===== config.mk =====
export PLATFORM = sky130hd
export DESIGN_NAME = dm_arbiter
export DESIGN_NICKNAME = d
export VERILOG_FILES = /design/src/rtl/dm_arbiter.sv
export SDC_FILE = /design/constraint.sdc
export NUM_CORES = 1
export LEC_CHECK = 0
export BUFFER_PORTS_ARGS = -buffer_cell sky130_fd_sc_hd__buf_2
export CORE_ASPECT_RATIO = 1.5
export CORE_MARGIN = 8
export CORE_UTILIZATION = 40
export DETAILED_ROUTE_END_ITERATION = 6
export PLACE_DENSITY = 0.81
export SLEW_MARGIN = 40
export SYNTH_ARGS = -nofsm -noshare
export SYNTH_HDL_FRONTEND = slang
export SYNTH_SLANG_ARGS = --single-unit

===== constraint.sdc =====
create_clock -name clk -period 1.5 [get_ports clk]
set_input_delay 0.15 -clock clk [delete_from_list [all_inputs] [get_ports clk]]
set_output_delay 0.15 -clock clk [all_outputs]
set_load 0.03 [all_outputs]

===== src/rtl/dm_arbiter.sv =====
// dm_arbiter: two-port round-robin memory arbiter with a bounded lock for port 1.
// Each access runs IDLE -> ACCESS -> RESP and pulses the grant and done signals of the winner.
module dm_arbiter #(
    parameter int AW       = 10,
    parameter int DW       = 32,
    parameter int MAX_LOCK = 4
) (
    input  logic          clk,
    input  logic          rst_n,
    input  logic          req0_i,
    input  logic          we0_i,
    input  logic [AW-1:0] addr0_i,
    input  logic [DW-1:0] wdata0_i,
    output logic          gnt0_o,
    output logic          done0_o,
    input  logic          req1_i,
    input  logic          we1_i,
    input  logic [AW-1:0] addr1_i,
    input  logic [DW-1:0] wdata1_i,
    input  logic          lock1_i,
    output logic          gnt1_o,
    output logic          done1_o,
    output logic [DW-1:0] rdata_o,
    output logic [AW-1:0] mem_addr_o,
    output logic [DW-1:0] mem_din_o,
    output logic          mem_we_o,
    input  logic [DW-1:0] mem_dout_i,
    output logic          busy_o
);
    localparam int CW = $clog2(MAX_LOCK + 1);
    typedef enum logic [1:0] {IDLE, ACCESS, RESP} state_t;
    state_t        state_q, state_d;
    logic          win_q, win_d, last_q, last_d, we_q, we_d;
    logic [AW-1:0] addr_q, addr_d;
    logic [DW-1:0] din_q, din_d, rdata_q, rdata_d;
    logic [CW-1:0] cnt_q, cnt_d;
    logic          lock_act, pick;
    always_comb begin
        state_d  = state_q;
        win_d    = win_q;
        last_d   = last_q;
        we_d     = we_q;
        addr_d   = addr_q;
        din_d    = din_q;
        rdata_d  = rdata_q;
        cnt_d    = cnt_q;
        // A non-zero count means the previous grant was a locked port-1 grant.
        lock_act = (cnt_q != '0) && (cnt_q < CW'(MAX_LOCK));
        pick     = req1_i & (~req0_i | lock_act | ~last_q);
        case (state_q)
            IDLE: if (req0_i | req1_i) begin
                state_d = ACCESS;
                win_d   = pick;
                last_d  = pick;
                we_d    = pick ? we1_i : we0_i;
                addr_d  = pick ? addr1_i : addr0_i;
                din_d   = pick ? wdata1_i : wdata0_i;
                cnt_d   = (pick & lock1_i) ? ((cnt_q < CW'(MAX_LOCK)) ? cnt_q + CW'(1) : cnt_q) : '0;
            end
            ACCESS: begin
                state_d = RESP;
                rdata_d = we_q ? rdata_q : mem_dout_i;
            end
            default: state_d = IDLE;
        endcase
    end
    always_ff @(posedge clk or negedge rst_n) begin
        if (!rst_n) begin
            state_q <= IDLE;
            win_q   <= 1'b0;
            last_q  <= 1'b1;
            we_q    <= 1'b0;
            addr_q  <= '0;
            din_q   <= '0;
            rdata_q <= '0;
            cnt_q   <= '0;
        end else begin
            state_q <= state_d;
            win_q   <= win_d;
            last_q  <= last_d;
            we_q    <= we_d;
            addr_q  <= addr_d;
            din_q   <= din_d;
            rdata_q <= rdata_d;
            cnt_q   <= cnt_d;
        end
    end
    assign gnt0_o     = (state_q == ACCESS) & ~win_q;
    assign gnt1_o     = (state_q == ACCESS) & win_q;
    assign done0_o    = (state_q == RESP) & ~win_q;
    assign done1_o    = (state_q == RESP) & win_q;
    assign mem_we_o   = (state_q == ACCESS) & we_q;
    assign busy_o     = state_q != IDLE;
    assign mem_addr_o = addr_q;
    assign mem_din_o  = din_q;
    assign rdata_o    = rdata_q;
endmodule


Word-level counts from Yosys, hierarchy flattened
Index checks and enable logic that the tools add are counted.

word-level totals
  flip-flop bits (word level) = 82
  bits in latches = 0
  bits in writable memories = 0
  ROM bits = 0
  input port bits = 123
  output and inout bits = 80
  logic and storage cells = 42
  memories kept = 0

cells by class
  add/subtract/negate cells = 1
  $mul = 0
  div/mod/pow operators = 0
  order comparisons = 1
  equality and inequality tests = 4
  shifts and indexed selects = 0
  muxes and demuxes = 7
  bitwise operators = 14
  reductions and logical operators = 7

operators with widths
  cell                                                             count
  32-bit two-way mux                                               1
  10-bit two-way mux                                               1
  1-bit bitwise AND                                                7
  3-bit two-way mux                                                2
  1-bit NOT                                                        4
  2-bit one-hot mux with 2 select lines                            1
  2-bit AND reduction                                              2
  3-bit by 1-bit adder with 3-bit output, second input constant    1
  3-bit less-than comparator, second input constant                1
  1-bit OR                                                         3
  3-bit AND reduction                                              1
  3-bit nonzero test                                               1
  2-bit by 1-bit == test with 1-bit output, second input constant  1
  2-bit == test, second input constant                             1
  2-bit zero test                                                  1
  2-bit two-way mux                                                1
  2-bit by 1-bit != test with 1-bit output, second input constant  1
  2-bit != test, second input constant                             1
  2-bit nonzero test                                               1
  1-bit logical AND                                                1
  1-bit two-way mux                                                1

Depth between registers and ports, before layout
  depth in word-level cells = 8
  mapped depth = 8
  mapped depth without buffers = 6

Least setup slack after synthesis
OpenSTA, ideal clock, no wires.

  kind = register to register
  start = reg state_q[0]
  end = reg cnt_q[0]
  setup time = 125 ps
  arrival time = 1,574 ps
  required time = 1,375 ps
  path slack = -199 ps
  cell stages (with the launch flop) = 8
  path buffers = 2
  clock period less this slack = 1,699 ps
  cell sequence = dfrtp_1 > or2_1 > or2_1 > buf_6 > clkinv_2 > buf_6 > nand2_2 > mux2_4

on the way
  word-level cells in the longest chain between the ends = 2

ends and longest elaborated chain
  what                                  line  RTL
  start, declared                       32    state_t state_q, state_d;
  start signal, assigned                78    state_q <= state_d;
  2-bit zero test                       50    case (state_q)
  3-bit AND reduction (no source line)  n/a
  end signal, assigned                  85    cnt_q <= cnt_d;
  end, declared                         36    logic [CW-1:0] cnt_q, cnt_d;

Every way passes these cells.
A chain may end at the register's enable or synchronous reset.

Worst setup path after layout
  start = reg cnt_q[0]
  end = reg din_q[10] (netlist: mem_din_o[10])

on the way
  word-level cells in the longest chain between the ends = 6
  elaborated cells between the ends (all ways) = 7
  classes of those cells = order compare (1); mux (1); bitwise (3); reduce/logical (2)

ends and longest elaborated chain
  what                                                              line  RTL
  3-bit less-than comparator or 3-bit nonzero test (tied branches)  48    lock_act = (cnt_q != '0) && (cnt_q < CW'(MAX_LOCK));
  1-bit logical AND *                                               48
  1-bit OR * (2 in series)                                          49    pick = req1_i & (~req0_i | lock_act | ~last_q);
  1-bit bitwise AND *                                               49
  32-bit two-way mux *                                              57    din_d = pick ? wdata1_i : wdata0_i;
  end signal, assigned                                              83    din_q <= din_d;
  end, declared                                                     35    logic [DW-1:0] din_q, din_d, rdata_q, rdata_d;

Every way passes the cells marked *; elsewhere a longest branch is shown, timed or not.

==> impl_metrics.yaml <==
worst_setup_path:
  critPathArrivalTime_ns: 1.77
  critPathLaunchType: "register"
  worst_r2r_startpoint: "cnt_q[0]$_DFFE_PN0P_"
  critPathMaxFanout: 20
  r2r_cells: 7
  required_ns: 1.75
  rrSetupSlack_ns: -0.02
  worstSetupEndpoint: "mem_din_o[10]$_DFFE_PN0P_"
  cp-startpoint: "cnt_q[0]$_DFFE_PN0P_"
  worstReg2RegEnd: "mem_din_o[10]$_DFFE_PN0P_"
  worst-setup-path-type: "reg -> reg"
  crit_path_end_kind: "register"
detailed_routing:
  routed_wl_mm: 12.24
  dr.pass1.iters: 4
  drc: 0
  viasPerCell: 5.057
  dr.first_iter.drc_count: 105
  routedWlPerCell_um: 18.21
  vias: 3398
  ant_nets: 0
clock_network:
  clk_latency_ns: 0.32
  cts-root-buf: "clkbuf_16"
  numCtsBuffers: 9
  cts_tree: "built"
  clk_pin_slew_ns: 0.06
  htree_levels: 3
  cts.sinks: 82
  cts_buffer_depth: 2
timing:
  fin_crit_ns: 1.524
  fin_crit_sh: 1.016
  fin_ws_ns: -0.02448
  max_freq_ghz: 0.6560
  rsz0062_at_grt: "true"
  slew_headroom: 0.6975
  hold_viol_final: 0
  slew_viol_final: 0
  setup_viol: 45
  fin_skew_ns: 0.004852
  worst_slew_pin_slew_ns: 0.4538
synth:
  ys_types: 28
  synthesis.nets: 466
  ys_ff_latch: 82
  synth-main-ff-cell: "dfrtp_1"
  netlist_area_sq_um: 3616
  ys_seq_area_frac: 0.5678
  synth_edf_count: 0
  async_flop_share: 1.000
  syn_inst: 341
  ys.warnings.count: 0
  avgSynthCellArea_sq_um: 10.60
power:
  powerDensity_nw_per_um2: 2491
  p_total_mw: 13.71
  leakage_nw: 2.735
  ir_drop_mv: 1.492
place:
  dp_hpwl_mm: 8.578
  place_ws_ns: -0.08486
  gp_congestion: 0.8908
  port_buffers: 202
  dp.cells: 649
  place_area_sq_um: 4848
layout:
  n_antenna_cell: 0
  area_delta_synth_final_pct: 52.21
  drive_gt1_frac: 0.5765
  final_nets: 682
  multi_input_area_sq_um: 1605
  stdcell_area_sq_um: 5504
  regArea_sq_um: 2053
  post-route-util: 0.6234
  fin_cells: 672
  nFillCells: 730
floorplanning:
  dieArea_sq_um: 12400
  start_util: 0.4096
  floorplan.die.height_um: 132.4
  coreArea_sq_um: 8828
  row_count: 42
  top_level_ports: 203
  fp.dieW_um: 93.63
global_route:
  grt_pass1_wl_mm: 17.38
  gr-total-overflow: 0
  grtUsageTotal: 0.1769
  antenna_found_initial: 0
  grt_max_degree: 83
  first_global_vias: 3632
run:
  cap_violations: 0
worst_hold_path:
  hold_path_class: "in -> reg"
  min-delay-start: "wdata0_i[12]"
outcome:
  status: "finished, violations left"
  violations: "negative setup slack"
## worst max-delay path, stage by stage (launching register included)
cell and delay (ns):
dfrtp_1 0.36, inv_2 0.06, ha_4 0.16, o211ai_1 0.24
and2_4 0.24, buf_12 0.16, a21oi_1 0.08, a21oi_1 0.14
## cells by family (layout without fill, tap and decap cells)
logic type / Yosys count / in the layout / synth area share
multiplexers: 33 / 33 / 0.1038
AND/OR/NAND/NOR: 105 / 105 / 0.1190
AO/OA/AOI/OAI: 92 / 92 / 0.1540
flip-flops: 82 / 82 / 0.5678
buffers and inverters: 27 / 248 / 0.04844
adder cells (fa/ha/maj): 2 / 2 / 0.006919
## where the power goes
part	leakage, nW	internal (mW)	switching (mW)
Sequential	0.949	3.34	0.597
Combinational	1.64	2.96	4.68
Clock	0.149	1.33	0.812
## synth_stat cells (2+ instances only)
master | n | area (sq um)
buf_6 | 8 | 90.09
ha_1 | 2 | 25.02
and2_1 | 3 | 18.77
dfrtp_1 | 81 | 2027
inv_1 | 3 | 11.26
a21oi_2 | 24 | 210.2
clkbuf_1 | 7 | 26.28
or2_1 | 2 | 12.51
nand2_1 | 47 | 176.4
mux2_2 | 30 | 337.8
a21oi_1 | 64 | 320.3
o21ai_1 | 2 | 10.01
mux2_1 | 2 | 22.52
buf_2 | 7 | 35.03
nor2_1 | 46 | 172.7
## sequential cells by signal, summed over array words and instances, names as in the netlist
register    count
state_q         2
cnt_q           3
mem_addr_o     10
last_q          1
we_q            1
win_q           1
rdata_o        32
mem_din_o      32
## per-layer routing
metal  track usage  vias up  part of all wire
met5             0        -                 0
met4       0.08946        0             0.030
met3       0.05719       27             0.074
met2        0.3096      155              0.54
met1        0.1815     1635              0.36
li1              -     1581                 -
## how the worst min path moves through the flow
stage / end / slack (ns) / depth (start not counted)
2_1_floorplan: cnt_q[0]$_DFFE_PN0P_ / -0.15 / 0
3_3_place_gp: rdata_o[14]$_DFFE_PN0P_ / 0.21 / 2
3_5_place_dp: rdata_o[14]$_DFFE_PN0P_ / 0.21 / 2
4_1_cts: mem_din_o[12]$_DFFE_PN0P_ / 0.03 / 3
5_1_grt: mem_din_o[5]$_DFFE_PN0P_ / 0.05 / 3
6_report: mem_din_o[12]$_DFFE_PN0P_ / 0.05 / 3
## area by class of cell
type | instances | share of cell area
Inverter | 4 | 0.004092
Tap cell | 110 | 0.02501
Clock inverter | 5 | 0.009775
Multi-Input combinational cell | 232 | 0.2917
Clock buffer | 11 | 0.04410
Sequential cell | 82 | 0.3730
Timing Repair Buffer | 228 | 0.2523
## cell usage in the layout, fill, tap and decap left out, types with 2 or more instances in the layout
| cell type | count |
|---|---|
| buf_2 | 198 |
| dfrtp_1 | 81 |
| a21oi_1 | 55 |
| nand2_1 | 47 |
| nor2_1 | 45 |
| mux2_4 | 33 |
| a21oi_2 | 33 |
| buf_4 | 12 |
| clkbuf_16 | 11 |
| buf_12 | 9 |
| buf_6 | 6 |
| and2_4 | 3 |
| clkinv_2 | 3 |
| or2_4 | 2 |
| clkinv_4 | 2 |
| o21ai_1 | 2 |
## stage by stage
| stage | hold slack (ns) | setup TNS (ns) |
|---|---|---|
| 3_5_place_dp | 0.2130 | -2.883 |
| 2_1_floorplan | -0.1456 | -1.108 |
| 3_3_place_gp | 0.2058 | -0.4196 |
| 6_report | 0.05090 | -0.4626 |
| 4_1_cts | 0.03221 | -0.02435 |
| 5_1_grt | 0.04822 | -5.604 |
## timing repair
| action | 4_1_cts | 5_1_grt |
|---|---|---|
| buffers inserted | 0 | 4 |
| hold endpoints to repair | 81 | 0 |
| setup endpoints to repair | 80 | 82 |
| hold buffers | 1 | 0 |
| cloned | 0 | 3 |
| pin swaps | 6 | 4 |
| resized for setup | 12 | 56 |
(Power assumes the default switching activity.)
